**src/rtl/mult_arb_pkg.sv**
```systemverilog
// rtl/mult_arb_pkg.sv - shared state encodings and defaults for mult_arbiter
package mult_arb_pkg;

    localparam int NREQ_DEFAULT = 4;

    typedef enum logic [2:0] {
        S_IDLE = 3'd0,
        S_LOAD = 3'd1,
        S_WAIT = 3'd2,
        S_ACK  = 3'd3,
        S_RESP = 3'd4
    } arb_state_t;

    typedef enum logic [2:0] {
        M_IDLE  = 3'd0,
        M_INIT  = 3'd1,
        M_CHECK = 3'd2,
        M_ADD   = 3'd3,
        M_SHIFT = 3'd4,
        M_DONE  = 3'd5
    } mul_state_t;

endpackage

```
**src/rtl/booths_multiplier.sv**
```systemverilog
// rtl/booths_multiplier.sv - sequential radix-2 Booth signed multiplier with load/done handshake
module booths_multiplier
    import mult_arb_pkg::*;
#(
    parameter int N = 32
) (
    input  logic           clk,
    input  logic           rst_n,
    input  logic           load,
    input  logic           recieved,
    input  logic [N-1:0]   a,
    input  logic [N-1:0]   b,
    output logic [2*N-1:0] c,
    output logic           init,
    output logic           done
);

    localparam int CW = $clog2(N + 1);

    mul_state_t      mstate_q, mstate_d;
    // Accumulator carries one guard bit so subtracting the most negative
    // multiplicand cannot overflow.
    logic [N:0]      acc_q, acc_d;
    logic [N:0]      m_q, m_d;
    logic [N-1:0]    q_q, q_d;
    logic            qm1_q, qm1_d;
    logic [CW-1:0]   cnt_q, cnt_d;
    logic            init_q, init_d;
    logic            done_q, done_d;
    logic [2*N-1:0]  c_q, c_d;
    logic [2*N+1:0]  shifted;

    assign shifted = {acc_q[N], acc_q, q_q, qm1_q} >> 1;

    always_comb begin
        mstate_d = mstate_q;
        acc_d    = acc_q;
        m_d      = m_q;
        q_d      = q_q;
        qm1_d    = qm1_q;
        cnt_d    = cnt_q;
        init_d   = 1'b0;
        done_d   = done_q;
        c_d      = c_q;
        case (mstate_q)
            M_IDLE: begin
                if (load) mstate_d = M_INIT;
            end
            M_INIT: begin
                acc_d    = '0;
                m_d      = {b[N-1], b};
                q_d      = a;
                qm1_d    = 1'b0;
                cnt_d    = '0;
                init_d   = 1'b1;
                mstate_d = M_CHECK;
            end
            M_CHECK: begin
                if (q_q[0] != qm1_q) mstate_d = M_ADD;
                else                 mstate_d = M_SHIFT;
            end
            M_ADD: begin
                // Pair 10 starts a run of ones (subtract), 01 ends it (add).
                acc_d    = q_q[0] ? (acc_q - m_q) : (acc_q + m_q);
                mstate_d = M_SHIFT;
            end
            M_SHIFT: begin
                acc_d = shifted[2*N+1:N+1];
                q_d   = shifted[N:1];
                qm1_d = shifted[0];
                cnt_d = cnt_q + 1'b1;
                if (cnt_q == CW'(N - 1)) begin
                    c_d      = shifted[2*N:1];
                    done_d   = 1'b1;
                    mstate_d = M_DONE;
                end else begin
                    mstate_d = M_CHECK;
                end
            end
            M_DONE: begin
                if (recieved) begin
                    done_d   = 1'b0;
                    mstate_d = M_IDLE;
                end
            end
            default: mstate_d = M_IDLE;
        endcase
    end

    always_ff @(posedge clk) begin
        if (!rst_n) begin
            mstate_q <= M_IDLE;
            acc_q    <= '0;
            m_q      <= '0;
            q_q      <= '0;
            qm1_q    <= 1'b0;
            cnt_q    <= '0;
            init_q   <= 1'b0;
            done_q   <= 1'b0;
            c_q      <= '0;
        end else begin
            mstate_q <= mstate_d;
            acc_q    <= acc_d;
            m_q      <= m_d;
            q_q      <= q_d;
            qm1_q    <= qm1_d;
            cnt_q    <= cnt_d;
            init_q   <= init_d;
            done_q   <= done_d;
            c_q      <= c_d;
        end
    end

    assign c    = c_q;
    assign init = init_q;
    assign done = done_q;

endmodule

```
**src/rtl/rr_pick.sv**
```systemverilog
// rtl/rr_pick.sv - combinational round-robin pick starting after the last grant
module rr_pick
    import mult_arb_pkg::*;
#(
    parameter int NREQ = NREQ_DEFAULT,
    localparam int LW  = $clog2(NREQ)
) (
    input  logic [NREQ-1:0] req,
    input  logic [LW-1:0]   last,
    output logic [LW-1:0]   gnt_idx,
    output logic            any
);

    logic [LW-1:0] idx;

    // Walk from farthest to nearest so the nearest set bit after last wins.
    always_comb begin
        gnt_idx = '0;
        any     = 1'b0;
        idx     = '0;
        for (int k = NREQ; k >= 1; k--) begin
            idx = LW'((int'(last) + k) % NREQ);
            if (req[idx]) begin
                gnt_idx = idx;
                any     = 1'b1;
            end
        end
    end

endmodule

```
**src/rtl/mult_arbiter.sv**
```systemverilog
// rtl/mult_arbiter.sv - round-robin sequencer sharing one Booth multiplier among NREQ requesters
module mult_arbiter
    import mult_arb_pkg::*;
#(
    parameter int N    = 32,
    parameter int NREQ = NREQ_DEFAULT
) (
    input  logic              clk,
    input  logic              rst,
    input  logic [NREQ-1:0]   req_valid,
    input  logic [NREQ*N-1:0] req_a,
    input  logic [NREQ*N-1:0] req_b,
    output logic [NREQ-1:0]   req_ack,
    output logic [NREQ-1:0]   rsp_valid,
    input  logic [NREQ-1:0]   rsp_ready,
    output logic [2*N-1:0]    rsp_c,
    output logic              busy
);

    localparam int LW = $clog2(NREQ);

    arb_state_t       state_q, state_d;
    logic [LW-1:0]    gnt_id_q, gnt_id_d;
    logic [LW-1:0]    last_gnt_q, last_gnt_d;
    logic [N-1:0]     mul_a_q, mul_a_d;
    logic [N-1:0]     mul_b_q, mul_b_d;
    logic             mul_load_q, mul_load_d;
    logic             mul_recieved_q, mul_recieved_d;
    logic [NREQ-1:0]  req_ack_q, req_ack_d;
    logic [NREQ-1:0]  rsp_valid_q, rsp_valid_d;
    logic [2*N-1:0]   rsp_c_q, rsp_c_d;
    logic             busy_q, busy_d;

    logic [LW-1:0]    pick_idx;
    logic             pick_any;
    logic [2*N-1:0]   mul_c;
    logic             mul_init;
    logic             mul_done;
    logic             mul_rst_n;

    assign mul_rst_n = ~rst;

    rr_pick #(.NREQ(NREQ)) u_pick (
        .req     (req_valid),
        .last    (last_gnt_q),
        .gnt_idx (pick_idx),
        .any     (pick_any)
    );

    booths_multiplier #(.N(N)) u_mul (
        .clk      (clk),
        .rst_n    (mul_rst_n),
        .load     (mul_load_q),
        .recieved (mul_recieved_q),
        .a        (mul_a_q),
        .b        (mul_b_q),
        .c        (mul_c),
        .init     (mul_init),
        .done     (mul_done)
    );

    always_comb begin
        state_d        = state_q;
        gnt_id_d       = gnt_id_q;
        last_gnt_d     = last_gnt_q;
        mul_a_d        = mul_a_q;
        mul_b_d        = mul_b_q;
        mul_load_d     = mul_load_q;
        mul_recieved_d = mul_recieved_q;
        req_ack_d      = '0;
        rsp_valid_d    = rsp_valid_q;
        rsp_c_d        = rsp_c_q;
        case (state_q)
            S_IDLE: begin
                // A done left over from before reset must be drained before
                // any new grant, otherwise it would be taken as our result.
                mul_recieved_d = mul_done;
                if (!mul_done && pick_any) begin
                    gnt_id_d   = pick_idx;
                    mul_a_d    = req_a[int'(pick_idx)*N +: N];
                    mul_b_d    = req_b[int'(pick_idx)*N +: N];
                    mul_load_d = 1'b1;
                    state_d    = S_LOAD;
                end
            end
            S_LOAD: begin
                if (mul_init) begin
                    mul_load_d          = 1'b0;
                    req_ack_d[gnt_id_q] = 1'b1;
                    state_d             = S_WAIT;
                end
            end
            S_WAIT: begin
                if (mul_done) begin
                    rsp_c_d        = mul_c;
                    mul_recieved_d = 1'b1;
                    state_d        = S_ACK;
                end
            end
            S_ACK: begin
                if (!mul_done) begin
                    mul_recieved_d        = 1'b0;
                    rsp_valid_d[gnt_id_q] = 1'b1;
                    state_d               = S_RESP;
                end
            end
            S_RESP: begin
                if (rsp_ready[gnt_id_q]) begin
                    rsp_valid_d = '0;
                    last_gnt_d  = gnt_id_q;
                    state_d     = S_IDLE;
                end
            end
            default: state_d = S_IDLE;
        endcase
        busy_d = (state_d != S_IDLE);
    end

    always_ff @(posedge clk) begin
        if (rst) begin
            state_q        <= S_IDLE;
            gnt_id_q       <= '0;
            last_gnt_q     <= LW'(NREQ - 1);
            mul_a_q        <= '0;
            mul_b_q        <= '0;
            mul_load_q     <= 1'b0;
            mul_recieved_q <= 1'b0;
            req_ack_q      <= '0;
            rsp_valid_q    <= '0;
            rsp_c_q        <= '0;
            busy_q         <= 1'b0;
        end else begin
            state_q        <= state_d;
            gnt_id_q       <= gnt_id_d;
            last_gnt_q     <= last_gnt_d;
            mul_a_q        <= mul_a_d;
            mul_b_q        <= mul_b_d;
            mul_load_q     <= mul_load_d;
            mul_recieved_q <= mul_recieved_d;
            req_ack_q      <= req_ack_d;
            rsp_valid_q    <= rsp_valid_d;
            rsp_c_q        <= rsp_c_d;
            busy_q         <= busy_d;
        end
    end

    assign req_ack   = req_ack_q;
    assign rsp_valid = rsp_valid_q;
    assign rsp_c     = rsp_c_q;
    assign busy      = busy_q;

endmodule

```
**config.mk**
```make
export PLATFORM = sky130hd
export DESIGN_NAME = mult_arbiter
export DESIGN_NICKNAME = d
export VERILOG_FILES = /design/src/rtl/mult_arb_pkg.sv /design/src/rtl/booths_multiplier.sv /design/src/rtl/rr_pick.sv /design/src/rtl/mult_arbiter.sv
export SDC_FILE = /design/constraint.sdc
export NUM_CORES = 1
export LEC_CHECK = 0
export CAP_MARGIN = 20
export CORE_ASPECT_RATIO = 0.6
export CORE_UTILIZATION = 30
export CTS_BUF_LIST = sky130_fd_sc_hd__clkbuf_8
export DETAILED_ROUTE_END_ITERATION = 7
export SLEW_MARGIN = 20
export SYNTH_ARGS = -nofsm -noshare
export SYNTH_HDL_FRONTEND = slang
export SYNTH_SLANG_ARGS = --single-unit
```
**constraint.sdc**
```tcl
create_clock -name clk -period 3.8 [get_ports clk]
set_clock_uncertainty 0.05 [all_clocks]
set_input_delay 0.76 -clock clk [delete_from_list [all_inputs] [get_ports clk]]
set_output_delay 0.76 -clock clk [all_outputs]
set_load 0.01 [all_outputs]
```
==> flow_metrics.py, run 1 <==
metrics = {
    "run_status": {
        "status": "finished, violations left",
        "violations": "negative setup slack",
    },
    "setup_path": {
        "crit_slowest_cell": "or4_4",
        "cp_slowest_stage_delay_ns": 0.55,
        "crit_chain": "or4_4 > nor3_4 > and2_4 > buf_6 > and3b_4 > a31oi_1 > xnor2_1 > ha_1 > a21oi_2 > o21ai_2 > or2_4 > o22ai_4 > buf_4 > o21bai_4 > a21oi_2 > nor4b_1 > or3_1",
        "path_class": "register to register",
        "startpoint_type": "register",
        "crit_path_max_fanout": 5,
        "critPathRequiredTime_ns": 4.23,
        "path_common_cell": "a21oi_2",
        "worstPathArrival_ns": 4.28,
        "end_kind": "register",
        "rrSetupSlack_ns": -0.06,
    },
    "job": {
        "max_cap_viol_count": 0,
    },
    "finish": {
        "layout.nets": 2756,
        "mostFrequentLayoutCell": "nand2_1",
        "n_antenna_cell": 0,
        "regArea_um2": 6390,
        "area_growth_syn_to_layout_pct": 37.7,
        "fill_cells": 5186,
        "final_cell_area_um2": 21700,
        "multi_input_area_um2": 9030,
        "drive_above_1_share_pct": 10.5,
        "final_cell_mix": "537 x nand2_1, 337 x clkdlybuf4s50_1, 320 x a21oi_1",
    },
    "placement": {
        "placed_area_um2": 20400,
        "dp_hpwl_um": 45300,
        "port-buffer-count": 338,
        "routabilityCongestion": 0.975,
    },
    "min_path": {
        "hold_path.class": "register to register",
    },
    "detailed_routing": {
        "vias_per_cell": 5.11,
        "drc_errors": 0,
        "routed_wl_um": 58900,
        "avgRoutedWirePerCell_um": 18.5,
        "drt-initial-drc-count": 1728,
        "firstDrtPassIters": 5,
        "antenna_left": 0,
        "dr_total_vias": 16259,
    },
    "clocking": {
        "htree_levels": 2,
        "numCtsBuffers": 50,
        "max-clock-path-buffers": 3,
        "root_buffer": "clkbuf_8",
        "clk_pin_slew_worst_paths_ns": 0.06,
        "clock-sinks": 319,
        "worstSkewPairLatency_ns": 0.59,
        "cts_tree": "done",
        "hold_buffers": 0,
    },
    "timing": {
        "fmax_mhz": 259,
        "period_needed_ns": 3.86,
        "timing.final.crit_share_pct": 101,
        "setup_violations": 2,
        "whs_ns": 0.394,
        "worst_slack_ns": -0.0565,
        "finalHoldViolCount": 0,
        "slew-limit-headroom_pct": 43.3,
        "tightest_slew_ns": 0.851,
        "rsz0062_at_grt": "true",
        "slew_violations": 0,
    },
    "logic_synthesis": {
        "synth.distinct_cells": 60,
        "ys_warn_count": 0,
        "async_flop_share_pct": 0,
        "syn_inst": 2115,
        "synth_fp_nets": 2416,
        "syn_area_um2": 15800,
        "yosysSeqAreaShare_pct": 40.5,
        "synth_seq_cells": 319,
        "ys.flop_type": "dfxtp_1",
        "syn_avg_cell_area_um2": 7.46,
        "synth_enable_flop_cells": 0,
    },
    "power_and_ir_drop": {
        "power_density_nw_per_um2": 516,
        "ir_drop_mv": 0.242,
        "design_power_total_w": 0.0112,
        "leakagePower_nw": 7.74,
    },
    "floorplan": {
        "rows": 64,
        "core_region_area_um2": 51400,
        "dieArea_um2": 53500,
        "die_y_um": 180,
        "fp.dieW_um": 298,
        "start_util_pct": 30.7,
        "ios": 339,
    },
    "grt": {
        "grt_max_degree": 117,
        "overflow": 0,
        "grt_pass1_vias": 14970,
        "grt_util_all_layers_pct": 21.1,
        "grt_pass1_wl_um": 89200,
        "antenna_found_initial": 2,
    },
}
-- layer usage --
layer  track usage [%]  wire length (um)  vias up  share of wire [%]
li1                  -                 -     8032                  -
met5                 0                 8        -              0.014
met1              34.1             30900     7583                 52
met2              27.8             22400      581                 38
met4              3.38               664        2                1.1
met3              4.82              4920       61                8.4
-- cells in the mapped netlist (all sizes together), types with 4 or more instances --
cell type  count  area share, %
a311oi        68            3.8
and3           5           0.20
and2          68            2.7
a21oi        333             11
clkbuf       142            3.4
ha            34            2.7
dfxtp        319             40
o22ai         16           0.67
nand2        539             13
nor2         163            3.9
nor4          14           0.60
o211ai         4           0.19
nor3          27           0.89
inv           21           0.50
or3            8           0.32
xor2          12           0.67
a31oi         17           0.67
nand2b        15           0.60
buf           23           0.56
a211oi        77            3.7
mux2i          8           0.51
o21ai         37            1.2
o21bai         4           0.19
a22oi         35            1.7
xnor2         46            2.6
nor2b          6           0.24
a21o          13           0.62
nand3         17           0.54
-- through the flow --
step                      cells  setup slack (ns)  TNS, ns  utilization, %
after floorplan            2115           0.00736        0               -
after global routing       3184            -0.248    -1.45            42.2
final                      3184           -0.0565  -0.0903            42.2
after detailed placement   3089            -0.110   -0.261            39.7
after CTS                  3179           -0.0248  -0.0438            41.7
after global placement     3089            -0.199   -0.645            39.7
-- logic make-up (layout without fill, tap and decap cells) --
| family | count (synthesis) | after routing | share of synthesized area [%] |
|---|---|---|---|
| compound gates | 625 | 625 | 24.4 |
| xor+xnor | 58 | 58 | 3.22 |
| fa+ha+maj | 35 | 35 | 2.82 |
| buf+inv | 186 | 562 | 4.44 |
| flops | 319 | 319 | 40.5 |
| mux | 11 | 11 | 0.793 |
| simple gates | 881 | 881 | 23.8 |
-- state kept, by name, indices dropped and copies added, names as in the netlist --
name and flops:
busy 1, gnt_id_q 2, last_gnt_q 2, mul_a_q 32, mul_b_q 32, mul_load_q 1, mul_recieved_q 1, req_ack 4
rsp_c 64, rsp_valid 4, state_q 3, u_mul.acc_q 33, u_mul.c 64, u_mul.cnt_q 6, u_mul.done 1, u_mul.init 1
u_mul.m_q 32, u_mul.mstate_q 3, u_mul.q_q 32, u_mul.qm1_q 1
-- final cells by class --
type / count / area share [%]
Clock buffer: 60 / 3.80
Clock inverter: 28 / 0.669
Inverter: 21 / 0.363
Multi-Input combinational cell: 1610 / 41.6
Sequential cell: 319 / 29.4
Tap cell: 693 / 3.99
Timing Repair Buffer: 453 / 20.1
-- repair_timing --
action	4_1_cts	5_1_grt
endpoints found under the setup margin	3	16
resized for setup	23	42
pin swaps	21	30
buffers inserted	2	6
-- final timing paths --
kind                     end  depth (start not counted)          from
min reg2reg        rsp_c[17]                          2   u_mul.c[17]
max reg2reg  u_mul.acc_q[31]                         17  u_mul.m_q[5]
max          u_mul.acc_q[31]                         17  u_mul.m_q[5]
min                rsp_c[17]                          2   u_mul.c[17]
-- power by group --
part | leakage (nW) | internal [W] | switching, W
Combinational | 4.59 | 0.00205 | 0.00257
Sequential | 2.59 | 0.00353 | 0.000232
Clock | 0.565 | 0.00144 | 0.00138
-- worst max-delay path: cells and delay by family, from the launching register on --
family | cells | cell delay, ns
AND/OR/NAND/NOR | 7 | 1.83
adder cells (fa/ha/maj) | 1 | 0.30
buffers and inverters | 2 | 0.25
flip-flops | 1 | 0.32
XOR/XNOR | 1 | 0.20
AO/OA/AOI/OAI | 6 | 0.81
Power figures use the tool's default switching activity.
==> run 2: changes to the inputs <==
--- a/config.mk
+++ b/config.mk
@@ -10,6 +10,7 @@
 export CORE_UTILIZATION = 30
 export CTS_BUF_LIST = sky130_fd_sc_hd__clkbuf_8
 export DETAILED_ROUTE_END_ITERATION = 7
+export PLACE_DENSITY = 0.57
 export SLEW_MARGIN = 20
 export SYNTH_ARGS = -nofsm -noshare
 export SYNTH_HDL_FRONTEND = slang
==> flow_metrics.py, run 2 (synthesis results as in run 1) <==
metrics = {
    "run_status": {
        "status": "finished, violations left",
        "violations": "negative setup slack",
    },
    "floorplan": {
        "fp.dieW_um": 298,
        "dieArea_um2": 53500,
        "ios": 339,
        "core_region_area_um2": 51400,
        "start_util_pct": 30.7,
        "die_y_um": 180,
        "rows": 64,
    },
    "detailed_routing": {
        "routed_wl_um": 59300,
        "wl_met2_um": 22100,
        "vias_per_cell": 5.07,
        "drt-initial-drc-count": 1518,
        "antenna_left": 0,
        "top_layer": "met5",
        "avgRoutedWirePerCell_um": 18.6,
        "met3_length_um": 4740,
        "drc_errors": 0,
        "firstDrtPassIters": 5,
        "wl_met1_um": 31300,
        "dr_total_vias": 16172,
    },
    "timing": {
        "finalHoldViolCount": 0,
        "worst_slack_ns": -0.0498,
        "tns_ns": -0.114,
        "setup_violations": 3,
        "slew-limit-headroom_pct": 35.5,
        "fmax_mhz": 260,
        "rsz0062_at_grt": "true",
        "timing.final.crit_share_pct": 101,
        "tightest_slew_ns": 0.968,
        "period_needed_ns": 3.85,
        "slew_violations": 0,
    },
    "grt": {
        "grt_pass1_wl_um": 90300,
        "overflow": 0,
        "grt_util_all_layers_pct": 21.3,
        "grt_pass1_vias": 15105,
        "grt_max_degree": 176,
        "antenna_found_initial": 3,
    },
    "setup_path": {
        "startpoint_type": "register",
        "crit_slowest_cell": "or4_4",
        "worstPathArrival_ns": 4.28,
        "crit_chain": "or4_4 > nor3_4 > and2_4 > buf_6 > and3b_4 > nand3b_4 > nor2b_4 > xnor2_2 > ha_4 > a21o_1 > a21oi_2 > buf_4 > buf_4 > buf_4 > buf_4 > buf_4 > buf_4 > buf_4 > buf_4 > o21ai_2 > xnor2_1 > o22ai_1",
        "end_kind": "register",
        "worstSetupStartpoint": "u_mul.m_q[2]",
        "regToRegStartpoint": "u_mul.m_q[2]",
        "crit_path_max_fanout": 5,
        "crit_family": "simple AND/OR/NAND/NOR gates",
        "path_buf_inv": 9,
        "path_common_cell": "buf_4",
        "cp_slowest_stage_delay_ns": 0.55,
        "path_class": "register to register",
        "critPathRequiredTime_ns": 4.23,
    },
    "power_and_ir_drop": {
        "power_density_nw_per_um2": 530,
        "leakagePower_nw": 7.81,
        "ir_drop_mv": 0.299,
    },
    "clocking": {
        "clk_pin_slew_worst_paths_ns": 0.07,
        "worstSkewPairLatency_ns": 0.63,
        "clock-sinks": 319,
        "hold_buffers": 0,
        "cts_tree": "done",
        "max-clock-path-buffers": 3,
        "numCtsBuffers": 52,
        "htree_levels": 2,
        "root_buffer": "clkbuf_8",
    },
    "finish": {
        "area_growth_syn_to_layout_pct": 39.4,
        "final_cell_mix": "535 x nand2_1, 337 x clkdlybuf4s50_1, 317 x dfxtp_1",
        "drive_above_1_share_pct": 11.7,
        "mostFrequentLayoutCell": "nand2_1",
        "final_util_pct": 42.8,
        "n_antenna_cell": 0,
        "layout.nets": 2756,
    },
    "placement": {
        "port-buffer-count": 338,
        "dp_hpwl_um": 45200,
        "routabilityCongestion": 0.935,
    },
    "job": {
        "max_cap_viol_count": 0,
    },
    "min_path": {
        "min_from": "u_mul.c[31]",
        "hold_path.class": "register to register",
    },
}
==> run 2: stage by stage <==
stage,total power (W),instances,area [um^2],hold WS (ns),worst slack (ns)
floorplan,0.00625,2115,15800,0.382,0.00736
global placement,0.00793,3081,20400,0.390,-0.105
detailed placement,0.00796,3081,20400,0.393,-0.136
CTS,0.0113,3184,21700,0.402,-0.0532
global route,0.0123,3188,22000,0.417,-0.226
finish,0.0117,3188,22000,0.396,-0.0498
==> run 2: final timing paths <==
path | to | slack, ns | depth (start not counted)
max | u_mul.acc_q[26] | -0.05 | 22
min | rsp_c[31] | 0.40 | 2
max reg2reg | u_mul.acc_q[26] | -0.05 | 22
min reg2reg | rsp_c[31] | 0.40 | 2
==> run 2: what timing repair did <==
action / in CTS / in global routing
resized for setup: 42 / 51
buffers inserted: 10 / 4
hold endpoints to repair: 0 / 0
setup endpoints to repair: 6 / 16
pin swaps: 35 / 43
==> run 2: worst min-delay path, stage by stage, from the launching register on <==
cell,delay [ns]
dfxtp_1,0.31
nand2_1,0.05
a21oi_1,0.05
==> run 2: power breakdown <==
part	total (W)	switching, W	leakage [nW]	internal [W]
registers	0.00376	0.000232	2.59	0.00353
logic	0.00480	0.00265	4.61	0.00216
clock network	0.00309	0.00145	0.609	0.00164
total	0.0117	0.00433	7.81	0.00732
==> run 2: layer usage <==
layer	track usage (%)	up-vias
met5	0	-
met4	4.82	6
met2	27.2	548
met1	34.5	7507
li1	-	8047
met3	5.04	64
==> run 2: layout make-up <==
cell class / count / area (um^2)
fillers: 5265 / 29400
well taps: 693 / 867
inverters: 21 / 78.8
clock inverters: 29 / 189
flip-flops and latches: 319 / 6390
multi-input cells: 1610 / 9150
repair buffers: 451 / 4410
clock buffers: 65 / 895
==> edit (config.mk and constraints of run 1) <==
Make the reset (`rst` and `rst_n`) asynchronous in 2 clocked blocks.
--- a/src/rtl/booths_multiplier.sv
+++ b/src/rtl/booths_multiplier.sv
@@ -88,5 +88,5 @@
     end
 
-    always_ff @(posedge clk) begin
+    always_ff @(posedge clk or negedge rst_n) begin
         if (!rst_n) begin
             mstate_q <= M_IDLE;
--- a/src/rtl/mult_arbiter.sv
+++ b/src/rtl/mult_arbiter.sv
@@ -117,5 +117,5 @@
     end
 
-    always_ff @(posedge clk) begin
+    always_ff @(posedge clk or posedge rst) begin
         if (rst) begin
             state_q        <= S_IDLE;
Formal check against the unedited RTL: differs if rst is asserted again (counterexample within 4 cycles, from zero or initial values and one cycle with rst high); with rst held inactive, the same outputs for 4 cycles.
==> edit against run 1 <==
  * The run still ends with setup timing left
  * First-iteration DRC count is 50% lower
  * Largest cell class unchanged
  * Setup slack worse by 0.10 ns
  * Die area is 7.1% higher
  * Critical endpoint is now u_mul.acc_q[27]$_DFFE_PP0P_
  * Sequential cell count stayed put
  * Design area is 6.8% higher
  * Worst hold slack better by 0.031 ns
  * Fmax is 2.6% lower
  * Highest routed layer is now met4
  * Routed wire length is 13% lower
  * Synthesized area is 7.1% higher
Power is not compared: it rests on default switching activity, and its combinational part moved more than twofold at a synthesized area within 25%.
==> edit: results (changes against run 1) <==
Run status
  – Status: complete, but fails checks
  – Failing checks: setup timing

Critical path
  – Worst setup EP type: register
  – Critical Path Max Stage Delay: 0.48 ns (-0.07 ns)
  – Setup crit start kind: register
  – R2r startpoint: u_mul.m_q[0]$_DFFE_PP0P_
  – Slowest cell on crit path: or4b_4
  – Crit path max-delay family: compound AO/OA/AOI/OAI gates
  – Reg-to-reg endpoint: u_mul.acc_q[27]$_DFFE_PP0P_
  – Maximum fanout along the worst path: 3 (-2)
  – Arr. time, crit path: 4.37 ns (+0.09 ns)

Global routing
  – GRT Util Overall: 17.3% (-3.8 points)
  – First-pass GRT wire length: 79100 um (-11%)
  – Vias in the first global route: 14200 (-5.1%)
  – Pin count of the biggest net entering global routing: 130 (+11%)
  – Initial antenna violation count: 1 (-1)

Timing
  – Final worst slack: -0.158 ns (-0.101 ns)
  – Rel. slew slack: 30.1% (-13 points)
  – Setup TNS: -0.580 ns (-0.489 ns)
  – Final setup vio count: 5 (+3)
  – Fin Hold WS: 0.425 ns (+0.0310 ns)

CTS
  – Clock Tree Root: clkbuf_8
  – H-Tree Depth: 2 (unchanged)
  – CTS Buf Count: 49 (-2.0%)
  – Worst-Skew Late Latency: 0.62 ns (+0.03 ns)
  – Buffer depth of the longest clock path: 3 (unchanged)
  – Clock-pin slew on the worst setup and hold paths: 0.07 ns

Synth
  – Sequential area share after synthesis: 47.3% (+6.8 points)
  – Async S/R FF share, synth: 100% (+100 points)
  – Cell variety after synth: 60 (unchanged)
  – Top cells by area, synth: dfrtp_1 (47%), nand2_1 (12%), mux2_2 (10%)
  – Most common flop cell mapped by yosys: dfrtp_1
  – Syn avg cell area: 9.06 um^2 (+22%)
  – Synth top cells by count: nand2_1 (531), dfrtp_1 (317), o21ai_0 (164)
  – Yosys warning count: 0 (unchanged)
  – Syn Nets: 2165 (-10%)

Route
  – Routed WL: 51400 um (-13%)
  – Vias/cell: 4.88 (-4.4%)
  – Initial DRC count: 861 (-50%)
  – Wire length per cell: 16.9 um (-8.8%)
  – DR pass1 iterations: 5 (unchanged)

Power and ir drop
  – Max IR drop VDD: 252 uV
  – Leakage Power: 0.0110 uW
  – Sw Ratio: 24.6%

Placed design
  – Post-placement cell count: 2955 (-4.3%)
  – I/O Buffers: 338 (unchanged)
  – Post-DP HPWL: 37500 um (-17%)
  – Placer Congestion: 0.897 (-8.0%)

Worst hold path
  – Min-Delay Path Depth: 1 (-1)
  – Hold Crit Class: reg -> reg
  – HP Start: u_mul.c[9]$_DFFE_PP0P_
  – Worst hold endpoint: rsp_c[9]$_DFFE_PP0P_

Final layout
  – Nets: 2562 (-7.0%)
  – Share of cells above drive strength 1: 18.5% (+8.0 points)
[edit: cell type report]
class                           count  area [um^2]
Clock buffer                       65          895
Tap cell                          748          936
Inverter                           21         82.6
Clock inverter                     20          126
Timing Repair Buffer              470         4510
Multi-Input combinational cell   1400         8640
Fill cell                        5308        31700
Antenna cell                        1         2.50
Sequential cell                   319         7990
[edit: per-stage QoR]
stage          instance area, um^2  total power (uW)  setup WS, ns  utilization, %
3_3_place_gp                 21900              4080        -0.173            39.9
3_5_place_dp                 21900              4090        -0.197            39.9
6_report                     23200              6990        -0.158            42.2
4_1_cts                      23000              7110        -0.170            41.9
2_1_floorplan                17000              3700         -1.26               -
5_1_grt                      23200              7340        -0.358            42.2
[edit: routing by layer]
| layer | share of wire (%) | track usage, % |
|---|---|---|
| met5 | 0 | 0 |
| met4 | 1.8 | 3.86 |
| met3 | 4.6 | 2.77 |
| met2 | 46 | 26.9 |
| met1 | 48 | 25.3 |
[edit: repair_timing]
action / CTS / global route
endpoints found under the setup margin: 10 / 18
buffers inserted: 0 / 3
pin swaps: 4 / 16
resized for setup: 15 / 33
[edit: logic make-up after synthesis]
group                    count (synthesis)  share of synthesized area, %
AO/OA/AOI/OAI                          398                          14.3
XOR/XNOR                                60                          3.11
adder cells (fa/ha/maj)                 35                          2.64
buffers and inverters                  145                          3.29
flip-flops                             319                          47.3
multiplexers                           167                          11.1
AND/OR/NAND/NOR                        740                          18.3
[edit: power by group through the flow]
stage                     Clock [uW]  Sequential (uW)  Combinational, uW
after floorplan                    0             3460                238
after global placement             0             3460                623
after detailed placement           0             3460                632
after CTS                       3080             3400                635
after global routing            3260             3390                690
final                           2980             3400                618
